**config.mk**
```make
export PLATFORM = sky130hd
export DESIGN_NAME = fetch_sequencer
export DESIGN_NICKNAME = d
export VERILOG_FILES = /design/src/rtl/fetch_pkg.sv /design/src/rtl/ifid_reg.sv /design/src/rtl/fetch_sequencer.sv
export SDC_FILE = /design/constraint.sdc
export NUM_CORES = 1
export LEC_CHECK = 0
export CAP_MARGIN = 15
export CELL_PAD_IN_SITES_DETAIL_PLACEMENT = 1
export CELL_PAD_IN_SITES_GLOBAL_PLACEMENT = 2
export CORE_MARGIN = 2
export CORE_UTILIZATION = 32
export CTS_CLUSTER_SIZE = 30
export DETAILED_ROUTE_END_ITERATION = 10
export PLACE_DENSITY = 0.91
export SLEW_MARGIN = 20
export SYNTH_ARGS = -nofsm -noshare
export SYNTH_HDL_FRONTEND = slang
export SYNTH_SLANG_ARGS = --single-unit
```
**constraint.sdc**
```tcl
create_clock -name clk -period 8.6 [get_ports clk]
set_input_delay 2.15 -clock clk [delete_from_list [all_inputs] [get_ports clk]]
set_output_delay 2.15 -clock clk [all_outputs]
set_load 0.005 [all_outputs]
```
**src/rtl/fetch_pkg.sv**
```systemverilog
// Shared fetch-stage definitions: sequencer states, instruction size and default reset PC.
package fetch_pkg;

  typedef enum logic [2:0] {
    IDLE,
    REQ,
    WAIT,
    KILL,
    HOLD
  } fetch_state_e;

  localparam int unsigned INSN_BYTES = 4;
  localparam logic [31:0] DEFAULT_RESET_PC = 32'h0000_0000;

endpackage

```
**src/rtl/ifid_reg.sv**
```systemverilog
// Pipeline register with flush > hold > load priority; when none applies it inserts a bubble.
module ifid_reg #(
  parameter int unsigned ADDR_WIDTH = 32,
  parameter int unsigned DATA_WIDTH = 32
) (
  input  logic                  clk_i,
  input  logic                  rst_i,
  input  logic                  flush_i,
  input  logic                  hold_i,
  input  logic                  load_i,
  input  logic [DATA_WIDTH-1:0] ins_i,
  input  logic [ADDR_WIDTH-1:0] pc_i,
  input  logic [ADDR_WIDTH-1:0] pc4_i,
  output logic [DATA_WIDTH-1:0] ins_o,
  output logic [ADDR_WIDTH-1:0] pc_o,
  output logic [ADDR_WIDTH-1:0] pc4_o,
  output logic                  valid_o
);

  logic [DATA_WIDTH-1:0] ins_q;
  logic [ADDR_WIDTH-1:0] pc_q;
  logic [ADDR_WIDTH-1:0] pc4_q;
  logic                  valid_q;

  // A flush only kills the valid bit; the data fields keep their last contents.
  always_ff @(posedge clk_i or posedge rst_i) begin
    if (rst_i) begin
      ins_q   <= '0;
      pc_q    <= '0;
      pc4_q   <= '0;
      valid_q <= 1'b0;
    end else if (flush_i) begin
      valid_q <= 1'b0;
    end else if (!hold_i) begin
      if (load_i) begin
        ins_q   <= ins_i;
        pc_q    <= pc_i;
        pc4_q   <= pc4_i;
        valid_q <= 1'b1;
      end else begin
        valid_q <= 1'b0;
      end
    end
  end

  assign ins_o   = ins_q;
  assign pc_o    = pc_q;
  assign pc4_o   = pc4_q;
  assign valid_o = valid_q;

endmodule

```
**src/rtl/fetch_sequencer.sv**
```systemverilog
// Fetch front end: owns the PC, runs a single-outstanding req/gnt/rvalid fetch and feeds IF/ID,
// dropping responses that a redirect has made stale and parking one response while Decode stalls.
module fetch_sequencer
  import fetch_pkg::*;
#(
  parameter int unsigned           ADDR_WIDTH = 32,
  parameter int unsigned           DATA_WIDTH = 32,
  parameter logic [ADDR_WIDTH-1:0] RESET_PC   = ADDR_WIDTH'(DEFAULT_RESET_PC)
) (
  input  logic                  clk,
  input  logic                  rst,
  input  logic                  PCSrc_E,
  input  logic [ADDR_WIDTH-1:0] PCTarget_E,
  input  logic                  Stall_D,
  output logic                  imem_req,
  output logic [ADDR_WIDTH-1:0] imem_addr,
  input  logic                  imem_gnt,
  input  logic                  imem_rvalid,
  input  logic [DATA_WIDTH-1:0] imem_rdata,
  output logic [DATA_WIDTH-1:0] Ins_D,
  output logic [ADDR_WIDTH-1:0] PC_D,
  output logic [ADDR_WIDTH-1:0] PC_4D,
  output logic                  Valid_D
);

  localparam logic [ADDR_WIDTH-1:0] STEP = ADDR_WIDTH'(INSN_BYTES);

  fetch_state_e          state_q;
  logic [ADDR_WIDTH-1:0] pc_q;
  logic [ADDR_WIDTH-1:0] skid_pc_q;
  logic [DATA_WIDTH-1:0] skid_ins_q;

  logic [ADDR_WIDTH-1:0] pc_plus4;
  logic [ADDR_WIDTH-1:0] target;
  logic                  ifid_load;
  logic [DATA_WIDTH-1:0] ifid_ins;
  logic [ADDR_WIDTH-1:0] ifid_pc;
  logic [ADDR_WIDTH-1:0] ifid_pc4;

  assign pc_plus4 = pc_q + STEP;
  assign target   = PCTarget_E & ~ADDR_WIDTH'(3);

  always_ff @(posedge clk or posedge rst) begin
    if (rst) begin
      state_q    <= IDLE;
      pc_q       <= RESET_PC;
      skid_pc_q  <= '0;
      skid_ins_q <= '0;
    end else begin
      case (state_q)
        IDLE: state_q <= REQ;
        REQ: begin
          if (PCSrc_E) begin
            pc_q <= target;
            if (imem_gnt) state_q <= KILL;
          end else if (imem_gnt) begin
            state_q <= WAIT;
          end
        end
        WAIT: begin
          if (imem_rvalid) begin
            if (PCSrc_E) begin
              pc_q    <= target;
              state_q <= REQ;
            end else begin
              pc_q    <= pc_plus4;
              state_q <= Stall_D ? HOLD : REQ;
              if (Stall_D) begin
                skid_ins_q <= imem_rdata;
                skid_pc_q  <= pc_q;
              end
            end
          end else if (PCSrc_E) begin
            pc_q    <= target;
            state_q <= KILL;
          end
        end
        // The granted response is stale; keep tracking redirects until it drains.
        KILL: begin
          if (PCSrc_E) pc_q <= target;
          if (imem_rvalid) state_q <= REQ;
        end
        HOLD: begin
          if (PCSrc_E) begin
            pc_q    <= target;
            state_q <= REQ;
          end else if (!Stall_D) begin
            state_q <= REQ;
          end
        end
        default: state_q <= IDLE;
      endcase
    end
  end

  always_comb begin
    ifid_load = 1'b0;
    ifid_ins  = imem_rdata;
    ifid_pc   = pc_q;
    ifid_pc4  = pc_plus4;
    if (state_q == WAIT && imem_rvalid) begin
      ifid_load = 1'b1;
    end else if (state_q == HOLD) begin
      ifid_load = 1'b1;
      ifid_ins  = skid_ins_q;
      ifid_pc   = skid_pc_q;
      ifid_pc4  = skid_pc_q + STEP;
    end
  end

  assign imem_req  = (state_q == REQ);
  assign imem_addr = imem_req ? pc_q : '0;

  ifid_reg #(
    .ADDR_WIDTH(ADDR_WIDTH),
    .DATA_WIDTH(DATA_WIDTH)
  ) u_ifid (
    .clk_i  (clk),
    .rst_i  (rst),
    .flush_i(PCSrc_E),
    .hold_i (Stall_D),
    .load_i (ifid_load),
    .ins_i  (ifid_ins),
    .pc_i   (ifid_pc),
    .pc4_i  (ifid_pc4),
    .ins_o  (Ins_D),
    .pc_o   (PC_D),
    .pc4_o  (PC_4D),
    .valid_o(Valid_D)
  );

  rvalid_in_window: assert property (@(posedge clk) disable iff (rst)
    imem_rvalid |-> (state_q == WAIT || state_q == KILL));

endmodule

```
==> insert_results.sql, run 1 <==
INSERT INTO impl_metrics (metric_group, metric, value, unit) VALUES
('die', 'design.core.area', '30700', 'um^2'),
('die', 'design.portCount', '200', ''),
('setup_path', 'critical_path_max_stage_delay', '650', 'ps'),
('yosys', 'ys_types', '66', ''),
('detailed_routing', 'top_layer', 'met5', ''),
('yosys', 'synth_area', '10000', 'um^2'),
('clock_network', 'htree_num_levels', '4', ''),
('final_layout', 'final_cell_area', '12900', 'um^2'),
('final_layout', 'fraction_of_layout_instances_using_a_drive_strength_above_1', '10.2', '%'),
('die', 'dieHeight', '181', 'um'),
('yosys', 'synth.ff_latch_count', '194', ''),
('yosys', 'synth_area_leader_cell', 'dfrtp_1', ''),
('global_route', 'grt_pass1_vias', '9144', ''),
('sta', 'rsz0062_at_grt', 'no', ''),
('yosys', 'multiplexer_share_of_the_synthesized_area', '7.30', '%'),
('clock_network', 'clkTransAtPathRegs', '80', 'ps'),
('yosys', 'synth-compound-area-share', '13.7', '%'),
('clock_network', 'clock_sink_count', '194', ''),
('clock_network', 'cts_buffer_depth', '2', ''),
('global_route', 'globalRouteOverflowTotal', '0', ''),
('yosys', 'syn-num-nets', '1157', ''),
('status', 'status', 'finished clean', ''),
('detailed_routing', 'route.antenna.remaining_nets', '0', ''),
('global_route', 'global_route.usage.total', '20.6', '%'),
('detailed_routing', 'route.met3.wl', '1570', 'um'),
('yosys', 'synth_top_family_by_area', 'simple AND/OR/NAND/NOR gates', ''),
('yosys', 'yosys-top-cells-area', 'dfrtp_1 48%, nand2_1 7.6%, mux2_2 6.4%', ''),
('setup_path', 'critPathRequiredTime', '6450', 'ps'),
('yosys', 'yosysSeqAreaShare', '48.4', '%'),
('pwr', 'power_per_cell_area', '296', 'nW/um^2'),
('die', 'die_area', '32800', 'um^2'),
('detailed_routing', 'routedWlPerCell', '20.7', 'um'),
('sta', 'transition_at_the_pin_with_the_smallest_max_transition_slack', '1000', 'ps'),
('setup_path', 'worst_setup_path_start_kind', 'flop', ''),
('global_route', 'maximum_number_of_pins_on_one_net_before_global_route_repair', '136', ''),
('detailed_routing', 'detail_route.vias_per_cell', '5.45', ''),
('yosys', 'syn_avg_cell_area', '9.24', 'um^2'),
('clock_network', 'insertion_delay', '450', 'ps'),
('pwr', 'leakagePower', '5.39', 'nW'),
('place', 'post_dp_cell_area', '12200', 'um^2'),
('die', 'initial_utilization', '32.6', '%'),
('final_layout', 'areaGrowthSynthToFinish', '28.3', '%'),
('detailed_routing', 'detailedRoute.firstPassIterationCount', '4', ''),
('sta', 'slew_viol_final', '0', ''),
('detailed_routing', 'detail_route.drc_violations', '0', ''),
('sta', 'max_freq', '195', 'MHz'),
('yosys', 'dominantRegCellSynth', 'dfrtp_1', ''),
('clock_network', 'hold_buf_count_cts', '0', ''),
('final_layout', 'final_net_count', '1292', ''),
('yosys', 'synth-adder-area-share', '0.250', '%'),
('yosys', 'synth-async-reset-ratio', '100', '%'),
('worst_hold_path', 'min-delay-path-class', 'reg -> reg', ''),
('sta', 'tns', '0', 'ps'),
('sta', 'count_of_endpoints_failing_setup_in_the_final_report', '0', ''),
('setup_path', 'worstPathMaxFanout', '25', ''),
('clock_network', 'tritoncts_clock_tree', 'yes', ''),
('die', 'die_width', '181', 'um'),
('place', 'detail_placement_hpwl', '23200', 'um'),
('sta', 'timing.clock.skew', '19.8', 'ps'),
('clock_network', 'ctsResizeCount', '0', ''),
('yosys', 'synth-simple-area-share', '21.9', '%'),
('sta', 'layout_min_cycle_time', '5120', 'ps'),
('setup_path', 'worst_path_max_delay_cell', 'nor2_4', ''),
('setup_path', 'crit_type', 'reg -> out', ''),
('yosys', 'post_synth_xor_area_fraction', '3.93', '%'),
('clock_network', 'cts_made_buffers', '17', ''),
('global_route', 'grt_first_pass_wirelength', '52600', 'um'),
('yosys', 'yosys_warnings', '0', ''),
('detailed_routing', 'routed-via-count', '8883', ''),
('setup_path', 'arrival_worst_endpoint', '2970', 'ps'),
('yosys', 'syn-instance-count', '1085', '');
[critical path, delay by kind of cell (launching register included)]
| kind | cells | cell delay, ps |
|---|---|---|
| buffers and inverters | 1 | 530 |
| flip-flops | 1 | 540 |
| AND/OR/NAND/NOR | 3 | 1450 |
[power by group]
group          leakage, nW  total, W  internal (W)  switching (W)
combinational         2.61   0.00131      0.000782       0.000533
clock                0.301  0.000843      0.000403       0.000440
sequential            2.48   0.00165       0.00127       0.000380
total                 5.39   0.00380       0.00245        0.00135
[stage by stage]
stage	power, W	util (%)	cells	hold WS, ps
after global routing	0.00405	41.8	1631	520
after detailed placement	0.00298	39.7	1597	468
final	0.00380	41.8	1631	484
after CTS	0.00384	41.8	1629	488
after floorplan	0.00217	-	1085	471
after global placement	0.00292	39.7	1597	463
[cells in the mapped netlist, types with 6 or more instances]
master    count
xor2_1       15
a21oi_1      26
nor3_1       24
nor2b_1       6
mux2i_1       9
dfrtp_1     194
nand2_1     203
xnor2_1      30
and3_1        9
clkbuf_1     71
o311ai_1      6
buf_2        12
o221ai_1      7
o21ai_0      46
o21a_1        6
nor2_1       94
or3_1         8
nand4_1      17
and2_1       28
inv_1        16
and4_1        6
a31oi_1      71
mux2_2       57
o21ai_1       6
nand3_1      28
[logic make-up (layout without fill, tap and decap cells)]
kind of cell	after synthesis	in the layout
fa+ha+maj	2	2
xor+xnor	45	45
compound gates	211	211
simple gates	459	459
other cells	0	2
buf+inv	108	256
flops	194	194
mux	66	66
[registers in the layout, indices dropped and copies added, names as in the netlist]
signal and flops:
pc_q 32, skid_ins_q 32, skid_pc_q 32, u_ifid.ins_o 32, u_ifid.pc4_o 32, u_ifid.pc_o 30
state_q 3, u_ifid.valid_o 1
[layer usage]
metal / GRT usage (%) / vias up
li1: - / 4080
met1: 27.1 / 4527
met2: 34.0 / 218
met3: 4.03 / 52
met4: 6.73 / 6
met5: 0 / -
[path summary, 6_finish.rpt]
| check | startpoint | to | slack, ps | cells after the start |
|---|---|---|---|---|
| max | state_q[2] | imem_addr[3] | 3480 | 4 |
| min | u_ifid.valid_o | u_ifid.valid_o | 480 | 2 |
| max reg2reg | state_q[1] | skid_pc_q[19] | 5110 | 4 |
| min reg2reg | u_ifid.valid_o | u_ifid.valid_o | 480 | 2 |
| max in group asynchronous | rst | u_ifid.pc_o[20] | 4870 | 3 |
| min in group asynchronous | rst | skid_ins_q[29] | 2300 | 2 |
[placed cells by master (no fill, tap or decap), drive strengths merged, types with 4 or more instances in the layout]
cell type      Yosys  layout
a21oi             26      26
a221o              5       5
a31oi             71      71
and2              29      29
and3               9       9
and4               6       6
buf               20      11
clkbuf            72      17
clkdlybuf4s50      0     197
clkinv             0       7
dfrtp            194     194
inv               16      24
mux2              57      57
mux2i              9       9
nand2            203     203
nand2b             4       4
nand3             28      28
nand4             19      19
nor2              94      94
nor2b              6       6
nor3              26      26
nor3b              4       4
nor4              11      11
o21a               6       6
o21ai             52      52
o221a              4       4
o221ai             7       7
o311ai             9       9
o31ai              4       4
or3                8       8
or4                6       6
xnor2             30      30
xor2              15      15
[final cells by class]
class,instances,area [um^2],share of cell area (%)
clock buffers,17,425,3.31
flip-flops and latches,194,4850,37.8
clock inverters,15,199,1.55
diodes,2,5.00,0.0389
well taps,396,495,3.85
repair buffers,208,2050,16.0
inverters,16,67.6,0.526
multi-input cells,783,4750,37.0
(Power assumes the default switching activity.)
==> inputs of run 2 (changes only) <==
--- a/config.mk
+++ b/config.mk
@@ -9,10 +9,10 @@
 export CELL_PAD_IN_SITES_DETAIL_PLACEMENT = 1
 export CELL_PAD_IN_SITES_GLOBAL_PLACEMENT = 2
 export CORE_MARGIN = 2
-export CORE_UTILIZATION = 32
+export CORE_UTILIZATION = 29
 export CTS_CLUSTER_SIZE = 30
 export DETAILED_ROUTE_END_ITERATION = 10
-export PLACE_DENSITY = 0.91
+export PLACE_DENSITY = 0.88
 export SLEW_MARGIN = 20
 export SYNTH_ARGS = -nofsm -noshare
 export SYNTH_HDL_FRONTEND = slang
==> constraint.sdc (replaced) <==
create_clock -name clk -period 4.2 [get_ports clk]
set_input_delay 1.05 -clock clk [delete_from_list [all_inputs] [get_ports clk]]
set_output_delay 1.05 -clock clk [all_outputs]
set_load 0.005 [all_outputs]
==> run 2 against run 1 <==
Critical path depth increased by 1. Combinational power increased by 110%. Critical endpoint is now imem_addr[0]. Sequential cell count unchanged. Sequential power increased by 100%. Clock power increased by 100%. Wire length increased by 1.7%. Clock-buffer cell count increased by 1. Non-clock buffer count increased by 15. Worst hold slack got worse by 5.6 ps. Critical path type unchanged. Worst setup slack got worse by 3000 ps. Final area increased by 1.6%.
==> insert_results.sql, run 2 (synthesized netlist as in run 1, its figures left out) <==
INSERT INTO impl_metrics (metric_group, metric, value, unit) VALUES
('clock_network', 'ctsResizeCount', '0', ''),
('setup_path', 'worst_setup_path_start_kind', 'flop', ''),
('sta', 'timing_hold_violations_final', '0', ''),
('global_route', 'grt_pass1_vias', '9404', ''),
('detailed_routing', 'dr.first_iter.drc_count', '434', ''),
('detailed_routing', 'routedWlPerCell', '20.1', 'um'),
('final_layout', 'layout.filler_cells', '3909', ''),
('die', 'die_area', '36100', 'um^2'),
('sta', 'count_of_endpoints_failing_setup_in_the_final_report', '0', ''),
('final_layout', 'final_net_count', '1307', ''),
('final_layout', 'num_antenna_cells', '0', ''),
('detailed_routing', 'detail_route.drc_violations', '0', ''),
('die', 'die_width', '190', 'um'),
('clock_network', 'tritoncts_clock_tree', 'yes', ''),
('die', 'design.portCount', '200', ''),
('place', 'detail_placement_hpwl', '24000', 'um'),
('clock_network', 'post-cts-setup-buffers', '0', ''),
('die', 'design.core.area', '34300', 'um^2'),
('sta', 'rsz0062_at_grt', 'no', ''),
('detailed_routing', 'route.antenna.remaining_nets', '0', ''),
('sta', 'max_freq', '267', 'MHz'),
('clock_network', 'cell_at_the_root_of_the_clock_tree', 'clkbuf_16', ''),
('place', 'gp_congestion', '0.789', ''),
('die', 'dieHeight', '190', 'um'),
('final_layout', 'final_cell_area', '13100', 'um^2'),
('die', 'placementRows', '68', ''),
('clock_network', 'clock_sink_count', '194', ''),
('final_layout', 'mostFrequentLayoutCells', '202 x nand2_1, 197 x clkdlybuf4s50_1, 194 x dfrtp_1', ''),
('sta', 'timing.clock.skew', '10.6', 'ps'),
('setup_path', 'crit_type', 'reg -> out', ''),
('pwr', 'power_per_cell_area', '594', 'nW/um^2'),
('sta', 'layout_worst_path_cycle_share', '89.3', '%'),
('clock_network', 'cts_made_buffers', '17', ''),
('pwr', 'post-layout-total-power', '0.00776', 'W'),
('detailed_routing', 'finalWirelength', '34300', 'um'),
('pwr', 'power.share.clock', '21.8', '%'),
('pwr', 'vdd_ir_drop_max', '0.372', 'mV'),
('clock_network', 'cts_buffer_depth', '2', ''),
('pwr', 'p_comb_share', '34.8', '%'),
('setup_path', 'setup.worst_path.end_class', 'output pin', ''),
('setup_path', 'worstPathMaxFanout', '14', ''),
('pwr', 'netSwitchingFraction', '34.1', '%'),
('clock_network', 'hold_buf_count_cts', '0', ''),
('final_layout', 'layout_commonest_cell', 'nand2_1', ''),
('setup_path', 'critPathRequiredTime', '3150', 'ps'),
('pwr', 'leakagePower', '5.46', 'nW'),
('sta', 'slew_viol_final', '0', ''),
('final_layout', 'areaGrowthSynthToFinish', '30.3', '%'),
('sta', 'layout_min_cycle_time', '3750', 'ps'),
('pwr', 'psw', '0.00265', 'W'),
('clock_network', 'clkTransAtPathRegs', '80', 'ps'),
('job', 'drv.max_cap_violation_count', '0', ''),
('status', 'status', 'finished clean', ''),
('setup_path', 'arrival_worst_endpoint', '2700', 'ps'),
('global_route', 'grt_antenna_before_repair', '3', ''),
('global_route', 'globalRouteOverflowTotal', '0', ''),
('detailed_routing', 'detail_route.vias_per_cell', '5.23', ''),
('sta', 'maxSlewHeadroom', '34.9', '%'),
('pwr', 'p_seq_share', '43.4', '%'),
('sta', 'transition_at_the_pin_with_the_smallest_max_transition_slack', '977', 'ps'),
('pwr', 'power.internal', '0.00512', 'W'),
('place', 'place.port_buffers', '197', ''),
('global_route', 'grt_first_pass_wirelength', '54500', 'um'),
('global_route', 'global_route.usage.total', '19.5', '%'),
('clock_network', 'htree_num_levels', '4', ''),
('detailed_routing', 'detailedRoute.firstPassIterationCount', '5', ''),
('final_layout', 'fraction_of_layout_instances_using_a_drive_strength_above_1', '11.3', '%'),
('global_route', 'maximum_number_of_pins_on_one_net_before_global_route_repair', '66', ''),
('clock_network', 'insertion_delay', '450', 'ps'),
('detailed_routing', 'routed-via-count', '8907', ''),
('place', 'post_dp_cell_area', '12500', 'um^2'),
('final_layout', 'post-route-util', '38.1', '%'),
('sta', 'tns', '0', 'ps'),
('die', 'initial_utilization', '29.2', '%'),
('worst_hold_path', 'min-delay-path-class', 'reg -> reg', '');
run 2: final timing paths:
path	slack (ps)	depth (start not counted)	endpoint	from
max in group asynchronous	2490	3	u_ifid.pc4_o[24]	rst
worst max register to register	1240	5	pc_q[27]	state_q[1]
worst max-delay path	450	5	imem_addr[0]	state_q[0]
worst min register to register	480	2	u_ifid.pc4_o[9]	u_ifid.pc4_o[9]
worst min-delay path	480	2	u_ifid.pc4_o[9]	u_ifid.pc4_o[9]
min in group asynchronous	1000	2	u_ifid.ins_o[30]	rst
run 2: per-stage QoR:
stage / std cells / setup WS, ps / hold WS, ps
floorplan: 1085 / 646 / 471
global placement: 1671 / 778 / 466
detailed placement: 1671 / 694 / 473
CTS: 1703 / 420 / 489
global route: 1703 / 322 / 521
finish: 1703 / 450 / 479
run 2: metal layers:
layer / GRT usage, % / share of wire, %
met1: 25.4 / 44
met2: 32.6 / 49
met3: 4.56 / 5.6
met4: 5.19 / 1.5
met5: 0 / 0.11
run 2: area by class of cell:
| cell class | instances | area (um^2) | area share (%) |
|---|---|---|---|
| timing repair buffer | 223 | 2230 | 17.1 |
| clock inverter | 14 | 156 | 1.20 |
| sequential | 194 | 4850 | 37.2 |
| clock buffer | 18 | 439 | 3.36 |
| tap | 455 | 569 | 4.36 |
| inverter | 16 | 63.8 | 0.489 |
| multi-input combinational | 783 | 4750 | 36.4 |
run 2: critical path: stages, from the launching register on:
cell             delay, ps
dfrtp_1                590
nand2b_1               440
nor2_2                 240
buf_4                  260
and2_1                 160
clkdlybuf4s50_1        560
run 2: power groups by stage:
stage / Sequential, W / Clock, W / Combinational [W]
2_1_floorplan: 0.00308 / 0 / 0.00137
3_3_place_gp: 0.00335 / 0 / 0.00267
3_5_place_dp: 0.00340 / 0 / 0.00274
4_1_cts: 0.00337 / 0.00174 / 0.00276
5_1_grt: 0.00350 / 0.00181 / 0.00298
6_report: 0.00337 / 0.00170 / 0.00270
